[src/rtl/kernel_if_pkg.sv]
// Shared definitions for the host-side kernel job driver: FSM encoding, default
// operand geometry and a helper for building packed operand vectors.
package kernel_if_pkg;

    typedef enum logic [2:0] {
        IDLE = 3'd0,
        LOAD = 3'd1,
        ARM  = 3'd2,
        WAIT = 3'd3,
        RESP = 3'd4
    } state_e;

    localparam int NARG_DEF    = 7;
    localparam int ARG_W_DEF   = 13;
    localparam int RES_W_DEF   = 13;
    localparam int TMO_W_DEF   = 8;
    localparam int TMO_MAX_DEF = 255;

    // Returns vec with operand slot idx replaced by val (slot 0 = init_a).
    function automatic logic [NARG_DEF*ARG_W_DEF-1:0] set_slot(
        input logic [NARG_DEF*ARG_W_DEF-1:0] vec,
        input int unsigned                   idx,
        input logic [ARG_W_DEF-1:0]          val
    );
        logic [NARG_DEF*ARG_W_DEF-1:0] r;
        r = vec;
        r[idx*ARG_W_DEF +: ARG_W_DEF] = val;
        return r;
    endfunction

endpackage

[src/rtl/kernel_job_driver.sv]
// Drives one generated kernel through its r_enable/w_enable load/return handshake:
// accepts an operand job, pulses r_enable, waits for done or timeout, returns the result.
module kernel_job_driver
    import kernel_if_pkg::*;
#(
    parameter int NARG    = NARG_DEF,
    parameter int ARG_W   = ARG_W_DEF,
    parameter int RES_W   = RES_W_DEF,
    parameter int TMO_W   = TMO_W_DEF,
    parameter int TMO_MAX = TMO_MAX_DEF
) (
    input  logic                  clk,
    input  logic                  rst_n,
    input  logic                  s_valid,
    output logic                  s_ready,
    input  logic [NARG*ARG_W-1:0] s_args,
    output logic                  k_r_enable,
    output logic [NARG*ARG_W-1:0] k_init,
    input  logic                  k_w_enable,
    input  logic [RES_W-1:0]      k_result,
    output logic                  m_valid,
    input  logic                  m_ready,
    output logic [RES_W-1:0]      m_result,
    output logic                  m_err,
    output logic [TMO_W-1:0]      last_lat,
    output logic                  busy
);

    state_e                  state_q, state_d;
    logic                    s_ready_q, s_ready_d;
    logic                    k_r_enable_q, k_r_enable_d;
    logic [NARG*ARG_W-1:0]   k_init_q, k_init_d;
    logic                    m_valid_q, m_valid_d;
    logic [RES_W-1:0]        m_result_q, m_result_d;
    logic                    m_err_q, m_err_d;
    logic [TMO_W-1:0]        last_lat_q, last_lat_d;
    logic                    busy_q, busy_d;
    logic [TMO_W-1:0]        cnt_q, cnt_d;

    // Latency is the WAIT count plus the LOAD and ARM cycles; clamped so it cannot wrap.
    logic [TMO_W:0]          lat_sum;
    logic [TMO_W-1:0]        lat_val;
    assign lat_sum = {1'b0, cnt_q} + (TMO_W+1)'(2);
    assign lat_val = lat_sum[TMO_W] ? '1 : lat_sum[TMO_W-1:0];

    always_comb begin
        state_d    = state_q;
        k_init_d   = k_init_q;
        m_result_d = m_result_q;
        m_err_d    = m_err_q;
        last_lat_d = last_lat_q;
        cnt_d      = cnt_q;

        case (state_q)
            IDLE: begin
                if (s_valid && s_ready_q) begin
                    k_init_d = s_args;
                    state_d  = LOAD;
                end
            end
            LOAD: state_d = ARM;
            // k_w_enable may still be high from the previous job here, so it is not looked at.
            ARM: begin
                cnt_d   = '0;
                state_d = WAIT;
            end
            WAIT: begin
                cnt_d = (cnt_q == '1) ? cnt_q : cnt_q + 1'b1;
                if (k_w_enable) begin
                    m_result_d = k_result;
                    m_err_d    = 1'b0;
                    last_lat_d = lat_val;
                    state_d    = RESP;
                end else if (cnt_q == TMO_W'(TMO_MAX)) begin
                    m_result_d = '0;
                    m_err_d    = 1'b1;
                    last_lat_d = lat_val;
                    state_d    = RESP;
                end
            end
            RESP: begin
                if (m_valid_q && m_ready) state_d = IDLE;
            end
            default: state_d = IDLE;
        endcase

        s_ready_d    = (state_d == IDLE);
        k_r_enable_d = (state_d == LOAD);
        m_valid_d    = (state_d == RESP);
        busy_d       = (state_d != IDLE);
    end

    always_ff @(posedge clk or negedge rst_n) begin
        if (!rst_n) begin
            state_q      <= IDLE;
            s_ready_q    <= 1'b0;
            k_r_enable_q <= 1'b0;
            k_init_q     <= '0;
            m_valid_q    <= 1'b0;
            m_result_q   <= '0;
            m_err_q      <= 1'b0;
            last_lat_q   <= '0;
            busy_q       <= 1'b0;
            cnt_q        <= '0;
        end else begin
            state_q      <= state_d;
            s_ready_q    <= s_ready_d;
            k_r_enable_q <= k_r_enable_d;
            k_init_q     <= k_init_d;
            m_valid_q    <= m_valid_d;
            m_result_q   <= m_result_d;
            m_err_q      <= m_err_d;
            last_lat_q   <= last_lat_d;
            busy_q       <= busy_d;
            cnt_q        <= cnt_d;
        end
    end

    assign s_ready    = s_ready_q;
    assign k_r_enable = k_r_enable_q;
    assign k_init     = k_init_q;
    assign m_valid    = m_valid_q;
    assign m_result   = m_result_q;
    assign m_err      = m_err_q;
    assign last_lat   = last_lat_q;
    assign busy       = busy_q;

endmodule

[config.mk]
export PLATFORM = sky130hd
export DESIGN_NAME = kernel_job_driver
export DESIGN_NICKNAME = d
export VERILOG_FILES = /design/src/rtl/kernel_if_pkg.sv /design/src/rtl/kernel_job_driver.sv
export SDC_FILE = /design/constraint.sdc
export NUM_CORES = 1
export LEC_CHECK = 0
export CORE_AREA = 2 2 122 124
export CTS_CLUSTER_DIAMETER = 150
export DETAILED_ROUTE_END_ITERATION = 8
export DIE_AREA = 0 0 124 126
export GPL_TIMING_DRIVEN = 0
export PLACE_DENSITY_LB_ADDON = 0.12
export SYNTH_ARGS = -nofsm -noshare
export SYNTH_HDL_FRONTEND = slang
export SYNTH_SLANG_ARGS = --single-unit
[constraint.sdc]
create_clock -name clk -period 1.52 [get_ports clk]
set_input_delay 0.152 -clock clk [delete_from_list [all_inputs] [get_ports clk]]
set_output_delay 0.152 -clock clk [all_outputs]
set_load 0.01 [all_outputs]
* Yosys cells after proc, flatten, opt, wreduce, memory -nomap -nowiden
Index checks and enable logic that the tools add are counted.
Storage, ports and cells: flip-flop bits (word level) 128, latch bits 0, memory bits (read-only) 0, memory bits (writable) 0, memories kept 0
Cells by class: div/mod/pow operators 0, reduce and logical (&&, ||, !) cells 10, bitwise gates (word level) 0, $add $sub $neg 2, multiplexer cells 14, $lt $le $gt $ge 0, equality and inequality tests 8, $mul 0, shift-type cells 0
Operator list (number):
- 8-bit two-way mux | 4
- 13-bit two-way mux | 2
- 8-bit one-hot mux with 2 select lines | 1
- 3-bit one-hot mux with 5 select lines | 1
- 3-bit two-way mux | 4
- 8-bit by 2-bit adder with 9-bit output, second input constant | 1
- 8-bit by 1-bit adder with 8-bit output, second input constant | 1
- 8-bit equality test, second input constant | 1
- 3-bit by 1-bit equality test with 1-bit output, second input constant | 2
- 3-bit by 2-bit equality test with 1-bit output, second input constant | 2
- 3-bit equality test, second input constant | 2
- 3-bit zero test | 2
- 2-bit AND reduction | 3
- 2-bit nonzero test | 2
- 3-bit nonzero test | 1
- 1-bit logical AND | 2
- 1-bit two-way mux | 2
- 2-bit != test, second input constant | 1

* Longest topological paths before layout
depth in word-level cells 5, depth in mapped cells 7, gate-level depth less buffers 5

* Least setup slack after synthesis
No wires, ideal clock.
path kind reg-to-reg, start register cnt_q[0], end register last_lat_q[4] (netlist: last_lat[4]), slack -0.114 ns, setup time 0.125 ns, arrival 1.509 ns, data required time 1.395 ns, stages on the path, launching flop included 7, cells stage by stage dfrtp_1 ha_1 nand3_1 nor2_2 o21bai_4 buf_6 mux2_4
Between the ends: cells in the longest elaborated chain, start to end 4
Ends and longest elaborated chain:
- start, declared | RTL line kernel_job_driver.sv:38 | logic [TMO_W-1:0] cnt_q, cnt_d;
- start signal, assigned | RTL line kernel_job_driver.sv:115 | cnt_q <= cnt_d;
- 8-bit by 2-bit adder with 9-bit output | RTL line kernel_job_driver.sv:43 | assign lat_sum = {1'b0, cnt_q} + (TMO_W+1)'(2);
- 8-bit two-way mux | RTL line kernel_job_driver.sv:44 | assign lat_val = lat_sum[TMO_W] ? '1 : lat_sum[TMO_W-1:0];
- 8-bit two-way mux | RTL line kernel_job_driver.sv:74 | end else if (cnt_q == TMO_W'(TMO_MAX)) begin
- 8-bit two-way mux | RTL line kernel_job_driver.sv:69 | if (k_w_enable) begin
- end signal, assigned | RTL line kernel_job_driver.sv:113 | last_lat_q <= last_lat_d;
- end, declared | RTL line kernel_job_driver.sv:36 | logic [TMO_W-1:0] last_lat_q, last_lat_d;
Several ways; a longest one is shown, not always the timed one. The select of a mux whose other input is x is not followed. A chain may end at the register's enable or synchronous reset.

* Final worst setup path
start register state_q[0], end register k_init_q[17] (netlist: k_init[17])
Between the ends: cells in the longest elaborated chain, start to end 2
Ends and longest elaborated chain:
- start, declared | RTL line kernel_job_driver.sv:29 | state_e state_q, state_d;
- start signal, assigned | RTL line kernel_job_driver.sv:106 | state_q <= state_d;
- 3-bit zero test | RTL line kernel_job_driver.sv:54 | case (state_q)
- 2-bit AND reduction (no source line)
- end signal, assigned | RTL line kernel_job_driver.sv:109 | k_init_q <= k_init_d;
- end, declared | RTL line kernel_job_driver.sv:32 | logic [NARG*ARG_W-1:0] k_init_q, k_init_d;
Every way passes these cells.

==> flow_summary.toml <==
[yosys]
postSynthAreaPerCell_um2 = 15.4
synth_top_flop_cell = "dfrtp_1"
netlist_top_cells_count = "dfrtp_1, mux2_4, mux2_2"
yosys.area.top_type = "dfrtp_1"
async_flop_share = 1.00
synth-seq-area-share = 0.603
ys_ff_latch = 128
yosys_warnings = 0
syn-num-nets = 455
synth_area_leaders = "dfrtp_1, mux2_4, mux2_2, a22o_1, buf_6"
netlist-cell-type-count = 39
synth_area_um2 = 5310
synth_edf_count = 0
synth_cells = 344
synth_top_area_share = 0.603
synth_most_common_cell = "dfrtp_1"

[sta]
finalHoldViolCount = 0
period_share = 1.11
fin_crit_ns = 1.69
slew_viol_final = 0
slew_headroom = 0.603
fin_ws_ns = -0.174
setup_viol = 107
clock_skew_ns = 0.0111
fmax_mhz = 590
rsz0062_at_grt = "true"
tightest_slew_ns = 0.595

[drt]
num_vias = 3887
drc = 0
wl_mm = 14.5
ant_nets = 0
viasPerCell = 4.72
wl_per_cell_um = 17.6
first_iter_violations = 120
drt_first_pass_iters = 4

[critical_path]
path_common_cell = "buf_12"
regToRegStartpoint = "state_q[0]"
worstReg2RegEnd = "k_init[17]"
critPathTopFamily = "buffers and inverters"
cp_cell_sequence = "nor2_2 -> and4b_1 -> buf_6 -> buf_12 -> buf_12 -> buf_12 -> mux2_4"
cpMaxStageDelayCell = "dfrtp_1"
crit_path_max_fanout = 8
cp_num_buf_inv = 4
r2r_cells = 7
endpoint_kind = "register"
critical_path_arrival_ns = 1.98
path_class = "register to register"
crit_cells = 7
startpoint_type = "register"
r2r_slack_ns = -0.17
worstPathRequired_ns = 1.81
cp_slowest_stage_delay_ns = 0.39

[finish]
seqCellArea_um2 = 3210
multiInputGateArea_um2 = 2130
area_growth_pct = 75.0
fin_nets = 741
fin_area_um2 = 9290
fillers = 1048
antennaDiodeCount = 0
stdcell_count = 824
drive_gt1_frac = 0.333
finish.utilization = 0.649

[global_route]
grt_pass1_wl_mm = 21.2
antenna_found_initial = 0
grt_pass1_vias = 3819
grt_max_degree = 69
grt_overflow_total = 0
grt_util_all_layers = 0.181

[floorplanning]
die_y_um = 126
die_area_um2 = 15600
core_um2 = 14300
io_pins = 226
initial_core_util = 0.371
num_rows = 44
fp.dieW_um = 124

[power]
power.leakage_uw = 0.00434
finalPower_uw = 17900
power_density_nw_per_um2 = 1920
ir_worst_vdd_mv = 0.798

[placed_design]
dp_cells = 754
pre_cts_ws_ns = -0.242
post-dp-hpwl_mm = 9.71
gp_congestion = 0.805
placed_cell_area_um2 = 7870
io_buffers = 225

[outcome]
violations = "negative setup slack"
status = "finished with violations"

[job]
cap_violations = 0

[clock_network]
cts_sinks = 128
cts_tree = "done"
htreeDepth = 4
clk_latency_ns = 0.41
clockBufferDepth = 2
root_buffer = "clkbuf_16"
path_clk_slew_ns = 0.06
cts_buffers = 17

[hold_path]
hp-class = "primary input to asynchronous set/reset pin"
power by group:
| group | internal, uW | total, uW | leakage, uW | switching [uW] |
|---|---|---|---|---|
| registers | 4940 | 5790 | 0.00158 | 848 |
| clock network | 2580 | 3950 | 0.000276 | 1370 |
| logic | 5300 | 8120 | 0.00248 | 2820 |
| total | 12800 | 17900 | 0.00434 | 5040 |
flip-flops by register name (all words and copies together) (netlist names):
register	count
m_valid	1
state_q	3
m_result	13
k_init	91
s_ready	1
k_r_enable	1
busy	1
last_lat	8
cnt_q	8
m_err	1
metal layers:
layer,part of all wire,vias up,track usage
met5,0,-,0
met4,0.020,0,0.0575
met3,0.071,25,0.0675
met2,0.48,141,0.298
met1,0.43,1912,0.221
li1,-,1809,-
cell type report:
class / instances / share of cell area
multi-input cells: 190 / 0.229
clock inverters: 7 / 0.0121
flip-flops and latches: 128 / 0.345
inverters: 4 / 0.00162
well taps: 184 / 0.0248
repair buffers: 271 / 0.311
plain buffers: 18 / 0.0272
clock buffers: 22 / 0.0489
timing repair:
item,4_1_cts,5_1_grt
gates resized for setup,33,78
buffers inserted,20,19
pin swaps,6,21
endpoints found under the setup margin,122,140
hold endpoints to repair,60,0
hold buffers,1,0
gates cloned,5,4
cells by family (layout without fill, tap and decap cells):
| group | Yosys count | in the layout | synth area share |
|---|---|---|---|
| compound gates | 42 | 42 | 0.0587 |
| xor+xnor | 3 | 3 | 0.00495 |
| fa+ha+maj | 2 | 2 | 0.00471 |
| buf+inv | 26 | 322 | 0.0325 |
| flops | 128 | 128 | 0.603 |
| mux | 99 | 99 | 0.252 |
| simple gates | 44 | 44 | 0.0438 |
worst max-delay path by stage:
stage / start / to / slack, ns
after global routing: state_q[0] / k_init[44] / -0.26
after CTS: state_q[1] / k_init[44] / -0.18
final: state_q[0] / k_init[17] / -0.17
after detailed placement: s_valid / k_init[22] / -0.24
after global placement: rst_n / last_lat[4] / -4.72
after floorplan: state_q[0] / k_init[0] / -0.05
metrics by stage:
stage,setup TNS (ns),hold WS (ns)
2_1_floorplan,-2.58,-0.144
3_3_place_gp,-624.91,0.489
3_5_place_dp,-22.27,0.176
4_1_cts,-11.36,0.312
5_1_grt,-17.88,0.341
6_report,-9.70,0.290
worst register-to-register path: cells and delay by family, from the launching register on:
family,cells,cell delay [ns]
and+or+nand+nor,2,0.36
DFF,1,0.39
muxes,1,0.30
buffers and inverters,4,0.53
cells in the final DEF (no fill, tap or decap), types with 5 or more instances in the layout:
master / instances
a21oi_1: 6
a22o_1: 15
buf_12: 14
buf_4: 26
buf_6: 11
clkbuf_16: 21
clkdlybuf4s50_1: 199
dfrtp_1: 123
dfrtp_2: 5
dlymetal6s2s_1: 23
mux2_2: 20
mux2_4: 78
nand2_1: 12
nand3_1: 5
nor2_1: 5
(Power assumes the default switching activity.)
